--- config.mk ---
export PLATFORM = sky130hd
export DESIGN_NAME = prism_sp_unit_dispatch
export DESIGN_NICKNAME = d
export VERILOG_FILES = /design/src/rtl/prism_sp_unit_dispatch_pkg.sv /design/src/rtl/prism_sp_unit_dispatch_cmd_decoder.sv /design/src/rtl/prism_sp_unit_dispatch.sv
export SDC_FILE = /design/constraint.sdc
export NUM_CORES = 1
export LEC_CHECK = 0
export BUFFER_PORTS_ARGS = -buffer_cell sky130_fd_sc_hd__buf_2
export CORE_UTILIZATION = 39
export DETAILED_ROUTE_END_ITERATION = 6
export HOLD_SLACK_MARGIN = 0.03
export PLACE_DENSITY_LB_ADDON = 0.15
export SYNTH_ARGS = -nofsm -noshare
export SYNTH_HDL_FRONTEND = slang
export SYNTH_SLANG_ARGS = --single-unit
--- constraint.sdc ---
create_clock -name clk -period 3.1 [get_ports clk]
set_clock_uncertainty 0.15 [all_clocks]
set_input_delay 0.465 -clock clk [delete_from_list [all_inputs] [get_ports clk]]
set_output_delay 0.465 -clock clk [all_outputs]
set_load 0.01 [all_outputs]
--- src/rtl/prism_sp_unit_dispatch_pkg.sv ---
// Shared types and constants for the SP custom-instruction dispatcher.
package prism_sp_config;

  // Width of the saturating timeout event counter
  localparam int SP_DISP_TIMEOUT_W = 16;

  // Dispatcher states: waiting for a command, waiting for a subunit, holding a writeback
  typedef enum logic [1:0] {
    SP_DISP_IDLE = 2'd0,
    SP_DISP_EXEC = 2'd1,
    SP_DISP_WB   = 2'd2
  } sp_disp_state_t;

endpackage

--- src/rtl/prism_sp_unit_dispatch_cmd_decoder.sv ---
// Splits fn7 into a group/command pair and produces the one-hot command strobe.
// The strobe index equals the low CB+GB bits of fn7 because strobes are group-major.
module prism_sp_cmd_decoder #(
  parameter int NGROUPS        = 4,
  parameter int CMDS_PER_GROUP = 8,
  localparam int GB            = $clog2(NGROUPS),
  localparam int GW            = (GB > 0) ? GB : 1
) (
  input  logic [6:0]                          fn7,
  input  logic                                accept,
  output logic [NGROUPS*CMDS_PER_GROUP-1:0]   cmd_strobe,
  output logic                                illegal,
  output logic [GW-1:0]                       grp
);

  localparam int CB   = $clog2(CMDS_PER_GROUP);
  localparam int NCMD = NGROUPS * CMDS_PER_GROUP;

  logic [6:0] grp_field;
  logic [6:0] slot;

  // Everything above the command bits is the group; any value past the last group
  // (including stray high fn7 bits) is undecodable
  assign grp_field = fn7 >> CB;
  assign slot      = fn7 & 7'(NCMD - 1);
  assign grp       = grp_field[GW-1:0];

  // Raise exactly one strobe, and only while the command is actually being accepted
  always_comb begin
    cmd_strobe = '0;
    illegal    = (grp_field >= 7'(NGROUPS));
    if (accept && !illegal) begin
      cmd_strobe = NCMD'(1) << slot;
    end
  end

endmodule

--- src/rtl/prism_sp_unit_dispatch.sv ---
// Issue/writeback front end for the SP unit: decodes fn7 into subunit command strobes,
// tracks one in-flight command, registers its result and guards it with a watchdog.
module prism_sp_unit_dispatch
  import prism_sp_config::*;
#(
  parameter int                       NGROUPS        = 4,
  parameter int                       CMDS_PER_GROUP = 8,
  parameter int                       RESULT_WIDTH   = 32,
  parameter int                       ID_WIDTH       = 3,
  parameter int                       TIMEOUT_CYCLES = 1024,
  parameter logic [RESULT_WIDTH-1:0]  TIMEOUT_RESULT = '1,
  parameter logic [RESULT_WIDTH-1:0]  ILLEGAL_RESULT = '1
) (
  input  logic                                clk,
  input  logic                                rst,
  input  logic                                issue_new_request,
  input  logic [ID_WIDTH-1:0]                 issue_id,
  input  logic [6:0]                          issue_fn7,
  output logic                                issue_ready,
  output logic [NGROUPS*CMDS_PER_GROUP-1:0]   sub_issue_cmd,
  input  logic [NGROUPS-1:0]                  sub_busy,
  input  logic [NGROUPS-1:0]                  sub_done,
  input  logic [NGROUPS*RESULT_WIDTH-1:0]     sub_result,
  output logic                                wb_done,
  output logic [ID_WIDTH-1:0]                 wb_id,
  output logic [RESULT_WIDTH-1:0]             wb_rd,
  input  logic                                wb_ack,
  output logic                                timeout_evt,
  output logic [SP_DISP_TIMEOUT_W-1:0]        timeout_count
);

  localparam int CB      = $clog2(CMDS_PER_GROUP);
  localparam int GB      = $clog2(NGROUPS);
  localparam int GW      = (GB > 0) ? GB : 1;
  localparam int WDW     = (TIMEOUT_CYCLES > 1) ? $clog2(TIMEOUT_CYCLES) : 1;
  localparam int WD_LAST = (TIMEOUT_CYCLES > 0) ? TIMEOUT_CYCLES - 1 : 0;

  if (CB + GB > 7) begin : g_bad_cfg
    $error("prism_sp_unit_dispatch: group and command fields do not fit in fn7");
  end

  sp_disp_state_t         state;
  sp_disp_state_t         next_state;
  logic                   accept;
  logic                   dec_illegal;
  logic [GW-1:0]          dec_grp;
  logic [GW-1:0]          cur_grp;
  logic [WDW-1:0]         wdog;
  logic                   done_cur;
  logic                   expire;
  logic [RESULT_WIDTH-1:0] cur_result;

  assign issue_ready = (state == SP_DISP_IDLE) && !(|sub_busy);
  assign accept      = issue_new_request && issue_ready;

  prism_sp_cmd_decoder #(
    .NGROUPS        (NGROUPS),
    .CMDS_PER_GROUP (CMDS_PER_GROUP)
  ) u_decoder (
    .fn7        (issue_fn7),
    .accept     (accept),
    .cmd_strobe (sub_issue_cmd),
    .illegal    (dec_illegal),
    .grp        (dec_grp)
  );

  // Only the group that owns the in-flight command may complete it
  assign done_cur   = |(sub_done & (NGROUPS'(1) << cur_grp));
  assign cur_result = sub_result[int'(cur_grp)*RESULT_WIDTH +: RESULT_WIDTH];
  assign expire     = (TIMEOUT_CYCLES != 0) && (wdog == WDW'(WD_LAST));

  // State register
  always_ff @(posedge clk or posedge rst) begin
    if (rst) begin
      state <= SP_DISP_IDLE;
    end else begin
      state <= next_state;
    end
  end

  // Next-state and strobe outputs; a done arriving with watchdog expiry takes priority
  always_comb begin
    next_state  = state;
    wb_done     = 1'b0;
    timeout_evt = 1'b0;
    case (state)
      SP_DISP_IDLE: begin
        if (accept) begin
          next_state = dec_illegal ? SP_DISP_WB : SP_DISP_EXEC;
        end
      end
      SP_DISP_EXEC: begin
        if (done_cur) begin
          next_state = SP_DISP_WB;
        end else if (expire) begin
          timeout_evt = 1'b1;
          next_state  = SP_DISP_WB;
        end
      end
      SP_DISP_WB: begin
        wb_done = 1'b1;
        if (wb_ack) begin
          next_state = SP_DISP_IDLE;
        end
      end
      default: next_state = SP_DISP_IDLE;
    endcase
  end

  // Command bookkeeping: id/group capture, watchdog, result capture and timeout counting
  always_ff @(posedge clk or posedge rst) begin
    if (rst) begin
      cur_grp       <= '0;
      wdog          <= '0;
      wb_id         <= '0;
      wb_rd         <= '0;
      timeout_count <= '0;
    end else begin
      case (state)
        SP_DISP_IDLE: begin
          if (accept) begin
            wb_id <= issue_id;
            if (dec_illegal) begin
              wb_rd <= ILLEGAL_RESULT;
            end else begin
              cur_grp <= dec_grp;
              wdog    <= '0;
            end
          end
        end
        SP_DISP_EXEC: begin
          wdog <= wdog + WDW'(1);
          if (done_cur) begin
            wb_rd <= cur_result;
          end else if (expire) begin
            wb_rd <= TIMEOUT_RESULT;
            if (timeout_count != '1) begin
              timeout_count <= timeout_count + 1'b1;
            end
          end
        end
        default: ;
      endcase
    end
  end

endmodule

# Word level (Yosys, flattened, before mapping)

Index checks and enable logic that the tools add are counted.

Shifts and indexed selects: 3
Bitwise operators: 3
Equality and inequality tests: 9
Order comparisons: 1
Multiplexer cells: 19
Add/subtract/negate cells: 2
Reductions and logical operators: 15

Operator list:

| cell                                                              | number |
|---|---|
| 2-to-1 mux 32 bit                                                 | 5 |
| indexed part select 128 x 8 -> 32 bit                             | 1 |
| one-hot mux 32 bit (2 select lines)                               | 1 |
| left shift 1 x 5 -> 32 bit, first input constant                  | 1 |
| 2-to-1 mux 10 bit                                                 | 2 |
| one-hot mux 10 bit (2 select lines)                               | 1 |
| adder 16 x 1 -> 16 bit, second input constant                     | 1 |
| != test 16 bit, second input constant                             | 1 |
| adder 10 x 1 -> 10 bit, second input constant                     | 1 |
| == test 10 bit, second input constant                             | 1 |
| 2-to-1 mux 2 bit                                                  | 5 |
| AND reduction 3 bit                                               | 3 |
| AND reduction 4 bit                                               | 2 |
| OR reduction 4 bit                                                | 2 |
| != test 2 bit, second input constant                              | 3 |
| one-hot mux 2 bit (3 select lines)                                | 1 |
| bitwise AND 4 bit                                                 | 1 |
| greater-or-equal comparator 4 x 3 -> 1 bit, second input constant | 1 |
| 2-to-1 mux 1 bit                                                  | 4 |
| left shift 1 x 2 -> 4 bit, first input constant                   | 1 |
| logical AND 1 bit                                                 | 3 |
| != test 3 bit, second input constant                              | 1 |
| == test 2 x 1 -> 1 bit, second input constant                     | 1 |
| == test 2 bit, second input constant                              | 1 |
| other kinds (6)                                                   | 8 |

Bits in registers: 65
Input bits: 150

# Longest topological paths before layout

Gate-level depths: netlist (run 1).

Word-level depth: 6
Gate-level depth with buffers: 6

# By module

From an unflattened synthesis (run 1), not the netlist that was laid out.

Cells, all modules: 323
Area total of the unflattened synthesis: 3,792.4 µm²

Modules (own cells, without submodules):

| module                 | instances | area an instance (µm²) | seq. area each (µm²) | cells an instance |
|---|---|---|---|---|
| prism_sp_unit_dispatch | 1         | 3,480.8                | 1,626.6              | 268 |
| prism_sp_cmd_decoder   | 1         | 311.5                  | 0.0                  | 55 |

# Worst setup path before layout (run 1)

Ideal clock, no wire load.

Path kind: input port to output port
Start: in sub_busy[1]
End: out sub_issue_cmd[0]
Cell stages on the path: 5
Arrival time: 2.066 ns
Path slack: 0.419 ns
Required time: 2.485 ns
Path through: or4_1 nor3_4 or3b_1 buf_2 nor2_1

Word-level cells in the longest chain between the ends: 6

RTL lines:

| element            | RTL line                                 | source |
|---|---|---|
| start: declaration | prism_sp_unit_dispatch.sv:21             | `input logic [NGROUPS-1:0] sub_busy,` |
| OR reduction 4 bit | prism_sp_unit_dispatch.sv:53             | `assign issue_ready = (state == SP_DISP_IDLE) && !(\|sub_busy);` |
| zero test 1 bit    | prism_sp_unit_dispatch.sv:53             |  |
| logical AND 1 bit  | prism_sp_unit_dispatch.sv:53             |  |
| logical AND 1 bit  | prism_sp_unit_dispatch.sv:54             | `assign accept = issue_new_request && issue_ready;` |
| logical AND 1 bit  | prism_sp_unit_dispatch_cmd_decoder.sv:32 | `if (accept && !illegal) begin` |
| 2-to-1 mux 32 bit  | prism_sp_unit_dispatch_cmd_decoder.sv:32 |  |
| end: declaration   | prism_sp_unit_dispatch.sv:20             | `output logic [NGROUPS*CMDS_PER_GROUP-1:0] sub_issue_cmd,` |

Every way passes these cells.

# Worst setup path after layout (run 1)

Start: reg state[1]
End: out sub_issue_cmd[24]

Word-level cells in the longest chain between the ends: 5

RTL lines:

| element                  | RTL line                                 | source |
|---|---|---|
| start: declaration       | prism_sp_unit_dispatch.sv:42             | `sp_disp_state_t state;` |
| start signal: assignment | prism_sp_unit_dispatch.sv:77             | `state <= next_state;` |
| zero test 2 bit          | prism_sp_unit_dispatch.sv:53             |  |
| logical AND 1 bit        | prism_sp_unit_dispatch.sv:53             |  |
| logical AND 1 bit        | prism_sp_unit_dispatch.sv:54             |  |
| logical AND 1 bit        | prism_sp_unit_dispatch_cmd_decoder.sv:32 |  |
| 2-to-1 mux 32 bit        | prism_sp_unit_dispatch_cmd_decoder.sv:32 |  |

Every way passes these cells.

==> results.yml, run 1 <==
run_status:
  status: "finished clean"
pwr:
  p_int_w: 0.00169
  peakVddDrop_mv: 0.231
  swShare_pct: 30.5
  seq_power_share_pct: 44.4
  p_leak_nw: 2.37
  clkPwrFrac_pct: 25.6
  combPwrFrac_pct: 30.0
  power.switching_w: 0.000741
  p_per_area_nw_per_um2: 458
final_layout:
  area_growth_pct: 39.2
  diodes: 0
  stdcell_count: 690
  fin_area_um2: 5310
  layout.nets: 710
  drive_gt1_share_pct: 55.3
route:
  drt_first_pass_iters: 4
  detail_route.wl_per_cell_um: 17.4
  wirelength_um: 12000
  vias: 3626
  drc: 0
  postRouteAntennaNets: 0
  drt_iter0_markers: 146
  vias_per_cell: 5.26
synthesis:
  synth_ff_type: "dfrtp_1"
  synthDominantCellAreaShare_pct: 42.7
  synth.cells.most_frequent: "dfrtp_1, nor2_1, mux4_2"
  async_flop_share_pct: 100
  ys_types: 41
  synth_edf_count: 0
  yosysMostFrequentCell: "dfrtp_1"
  synth-simple-area-share_pct: 17.5
  synth-adder-area-share_pct: 0.656
  synthCells: 322
  synth-seq-cells: 65
  avgSynthCellArea_um2: 11.8
  synth_xor_area_share_pct: 4.59
  netlist_top_cells_area: "dfrtp_1, mux4_2, o22a_1, nor2_1, xnor2_1"
  yosys_warnings: 0
  synth_area_um2: 3810
  synth_compound_area_share_pct: 9.39
  seq_area_frac_synth_pct: 42.7
  synth_mux_area_share_pct: 22.1
  syn_nets: 474
  synth_area_leader_cell: "dfrtp_1"
  synth_top_family_by_area: "multiplexers"
clock_network:
  tritoncts: "yes"
  cts_hold_buf: 0
  clk_pin_slew_ps: 70
  clockBufferDepth: 2
  htreeDepth: 3
  cts.sinks: 65
  cts-root-buf: "clkbuf_8"
  clk_latency_ps: 330
  numCtsBuffers: 9
place:
  pre_cts_slack_ps: 217
  dp_cells: 674
  gp_congestion: 0.886
  dpl_cell_area_um2: 5110
  hpwl_um: 9570
  io_buffer_count: 235
setup_path:
  critPathLaunchType: "register"
  max_stage_delay_ps: 570
  crit_type: "register to output pin"
  reg2reg_to: "timeout_count[1]"
  cp_top_family: "simple AND/OR/NAND/NOR gates"
  cp-startpoint: "state[1]"
  reg2reg_from: "timeout_count[8]"
  r2r_cells: 4
  path_max_fanout: 11
  arrival_ps: 2340
  worstPathBufferInverterCount: 1
  critPathRequiredTime_ps: 2480
  r2r_slack_ps: 760
  worstSetupEndpointType: "output pin"
  cpMaxStageDelayCell: "or3b_2"
  worstPathCellList: "or3b_2 > nor3_4 > or3b_4 > nor2_1 > buf_2"
floorplanning:
  pin_count: 236
  die_w_um: 101
  rows: 35
  coreArea_um2: 9370
  initial_core_util_pct: 40.7
  die_h_um: 101
  die-area_um2: 10200
sta:
  maxSlewHeadroom_pct: 45.8
  period_minus_slack_ps: 2960
  fmax_mhz: 338
  setup_tns_ps: 0
  worst_pin_slew_ps: 813
  finalCritPeriodShare_pct: 95.4
  finalHoldViolCount: 0
  fin_ws_ps: 142
  drv_slew: 0
  rsz0062_at_grt: "no"
  setup_viol: 0
grt:
  overflow: 0
  grt_usage_pct: 23.6
  grt_pass1_wl_um: 17900
  grt_pass1_vias: 3465
  grt_max_degree: 66
  antenna_found_initial: 0
job:
  drv_cap: 0
worst_hold_path:
  whs_path_depth: 2
  worst_hold_path.endpoint: "wb_id[1]"
  min_path_type: "input pin to register"
  min-delay-start: "issue_id[1]"
## cells in the final DEF, fill, tap and decap left out, drive strengths merged, types with 4 or more instances in the layout
cell and n:
inv 6, or3 4, nand3 10, clkbuf 11, a31oi 4, dfrtp 65, mux2 6, mux4 33
nand3b 7, nor3 6, o22a 32, buf 245, nor2 50, xor2 5, xnor2 15, nand4 14
or3b 4, nand2 9
## registers in the layout, summed over array words and instances (netlist names)
register,flops
wb_rd,32
timeout_count,16
wdog,10
wb_id,3
cur_grp,2
state,2
## layout make-up
class	instances	area, um2
Timing Repair Buffer	245	1250
Tap cell	129	161
Clock inverter	3	17.5
Inverter	6	22.5
Fill cell	890	4070
Clock buffer	11	151
Sequential cell	65	1630
Multi-Input combinational cell	231	2070
## cells by family after synthesis
kind of cell | after synthesis
flops | 65
mux | 42
xor+xnor | 20
buf+inv | 26
simple gates | 124
compound gates | 43
fa+ha+maj | 2
## stage by stage
| stage | power, W | hold WS, ps | util (%) |
|---|---|---|---|
| floorplan | 0.00154 | 322 | - |
| global placement | 0.00182 | 332 | 54.6 |
| CTS | 0.00247 | 192 | 56.4 |
| global route | 0.00258 | 196 | 56.6 |
| detailed placement | 0.00184 | 337 | 54.6 |
| finish | 0.00243 | 209 | 56.6 |
## routing by layer
| metal | part of all wire (%) | wire length [um] | track usage, % | up-vias |
|---|---|---|---|---|
| met4 | 3.2 | 382 | 10.6 | 0 |
| met3 | 5.4 | 649 | 4.72 | 19 |
| li1 | - | - | - | 1691 |
| met5 | 0 | 0 | 0 | - |
| met2 | 55 | 6550 | 42.1 | 141 |
| met1 | 37 | 4400 | 27.3 | 1775 |
## power by group through the flow
stage                     Combinational (W)  Clock [W]  Sequential [W]
final                              0.000730   0.000622         0.00108
after global routing               0.000794   0.000683         0.00110
after CTS                          0.000745   0.000648         0.00108
after detailed placement           0.000744          0         0.00110
after global placement             0.000730          0         0.00109
after floorplan                    0.000430          0         0.00111
## how the worst max path moves through the flow
stage | cells after the start | endpoint | slack, ps
2_1_floorplan | 5 | sub_issue_cmd[0] | 420
6_report | 5 | sub_issue_cmd[24] | 140
4_1_cts | 5 | sub_issue_cmd[24] | 30
3_5_place_dp | 6 | sub_issue_cmd[24] | 220
3_3_place_gp | 6 | sub_issue_cmd[24] | 260
5_1_grt | 6 | sub_issue_cmd[19] | 6
## timing repair
action                     4_1_cts  5_1_grt
hold endpoints to repair         0        0
buffers inserted                 0        2
setup endpoints to repair        0       29
resized for setup                0        2
Note: power is estimated with default switching activity, not from simulation.
==> inputs of run 2 (changes only) <==
--- a/config.mk
+++ b/config.mk
@@ -10,6 +10,7 @@
 export DETAILED_ROUTE_END_ITERATION = 6
 export HOLD_SLACK_MARGIN = 0.03
 export PLACE_DENSITY_LB_ADDON = 0.15
+export SETUP_SLACK_MARGIN = 0.5
 export SYNTH_ARGS = -nofsm -noshare
 export SYNTH_HDL_FRONTEND = slang
 export SYNTH_SLANG_ARGS = --single-unit
==> constraint.sdc (replaced) <==
create_clock -name clk -period 2.71 [get_ports clk]
set_clock_uncertainty 0.15 [all_clocks]
set_input_delay 0.4065 -clock clk [delete_from_list [all_inputs] [get_ports clk]]
set_output_delay 0.4065 -clock clk [all_outputs]
set_load 0.01 [all_outputs]
==> run 2 against run 1 <==
Effect of this change: the run now ends with negative setup slack left; critical path type unchanged; combinational power up 20%; critical path depth unchanged; highest routed layer unchanged; largest power group unchanged; sequential power increased by 14%; die area did not move; final area is 7.5% higher; via count grew 2.9%.
==> results.yml, run 2 (synthesized netlist as in run 1, its figures left out) <==
grt:
  grt_usage_pct: 23.8
  grt_max_degree: 37
  grt_pass1_wl_um: 18300
  grt_pass1_vias: 3831
  overflow: 0
  antenna_found_initial: 0
worst_hold_path:
  min_path_type: "input pin to register"
floorplanning:
  die-area_um2: 10200
  initial_core_util_pct: 40.7
  pin_count: 236
  die_h_um: 101
  rows: 35
  coreArea_um2: 9370
  die_w_um: 101
place:
  io_buffer_count: 235
  dp_cells: 677
  dpl_cell_area_um2: 5220
  gp_congestion: 0.888
  pre_cts_slack_ps: 59.8
  hpwl_um: 8930
setup_path:
  crit_type: "register to output pin"
  worstSetupEndpointType: "output pin"
  critPathLaunchType: "register"
  arrival_ps: 2150
  r2r_slack_ps: 600
  path_max_fanout: 8
  critPathRequiredTime_ps: 2150
clock_network:
  clockBufferDepth: 2
  clk_pin_slew_ps: 70
  cts-root-buf: "clkbuf_8"
  htreeDepth: 3
  cts.sinks: 65
  tritoncts: "yes"
  numCtsBuffers: 9
  clk_latency_ps: 340
final_layout:
  drive_gt1_share_pct: 59.8
  post-route-util_pct: 60.8
  reg_top3: "wb_rd: 32 flops, timeout_count: 16 flops, wdog: 10 flops"
  stdcell_count: 704
  diodes: 0
  layout.nets: 722
  largest-register: "wb_rd"
  area.sequential_um2: 1630
  multi_input_area_um2: 2210
  fillers: 841
  largest_reg_flops: 32
  fin_area_um2: 5700
  area_growth_pct: 49.6
  mostFrequentLayoutCell: "buf_2"
  final_cell_mix: "buf_2, dfrtp_1, nor2_1, mux4_2, o22a_1"
sta:
  finalHoldViolCount: 0
  finalCritPeriodShare_pct: 100
  maxSlewHeadroom_pct: 55.4
  rsz0062_at_grt: "yes"
  period_minus_slack_ps: 2710
  setup_viol: 1
  fmax_mhz: 369
  drv_slew: 0
  fin_ws_ps: -0.522
  worst_pin_slew_ps: 668
route:
  drc: 0
  vias: 3730
  drt_first_pass_iters: 4
  drt_iter0_markers: 70
  postRouteAntennaNets: 0
  wirelength_um: 11800
  detail_route.wl_per_cell_um: 16.7
  vias_per_cell: 5.30
pwr:
  p_leak_nw: 2.47
  p_per_area_nw_per_um2: 521
  peakVddDrop_mv: 0.292
  p_total_w: 0.00297
run_status:
  violations: "negative setup slack"
  status: "complete, but fails checks"
job:
  drv_cap: 0
==> run 2: cell types whose count changed in the layout (fill, tap and decap cells not counted), sizes merged <==
cell         delta
clkinv          -1
dlygate4sd3     +1
clkbuf          +3
buf            +11
bufinv          +1
clkinvlp        -1
==> run 2: per-stage QoR <==
stage	hold WS, ps	setup TNS [ps]
after global placement	320	0
after floorplan	322	0
after CTS	132	-171
after detailed placement	334	0
final	145	-0.522
after global routing	132	-436
==> run 2: timing repair <==
item                                    in CTS  in global routing
hold endpoints to repair                    19                  0
setup buffers                                6                  4
resized for setup                           22                 20
endpoints found under the setup margin      65                 69
hold buffers                                 1                  0
pin swaps                                   18                  7
==> run 2: metal layers <==
| metal | vias up | routed length [um] | GRT usage (%) |
|---|---|---|---|
| met5 | - | 0 | 0 |
| met4 | 0 | 328 | 11.1 |
| met3 | 29 | 928 | 6.31 |
| met2 | 175 | 5880 | 43.5 |
| met1 | 1803 | 4650 | 25.5 |
| li1 | 1723 | - | - |
==> run 2: worst paths after layout <==
check	depth (start not counted)	endpoint	start
hold reg to reg	1	wb_rd[31]	wb_rd[31]
max in group asynchronous	4	wb_rd[14]	rst
setup reg to reg	6	timeout_count[9]	cur_grp[0]
hold / removal	2	wb_id[2]	issue_id[2]
min in group asynchronous	3	timeout_count[4]	rst
setup / recovery	5	sub_issue_cmd[24]	state[1]
==> run 2: cell type report <==
class / instances / area share, %
tap: 129 / 2.83
inverter: 6 / 0.395
clock inverter: 2 / 0.614
clock buffer: 14 / 3.03
timing repair buffer: 257 / 25.8
multi-input combinational: 231 / 38.8
sequential: 65 / 28.6
==> run 2: critical path, cell delays in order, from the launching register on <==
cell	delay (ps)
dfrtp_2	440
or3b_4	400
nor3_4	190
or3b_4	530
nor2_4	130
buf_6	110
==> run 2: report_power, final <==
group          internal, W  switching (W)
registers          0.00112       0.000107
clock network     0.000500       0.000367
logic             0.000470       0.000404
total              0.00209       0.000878
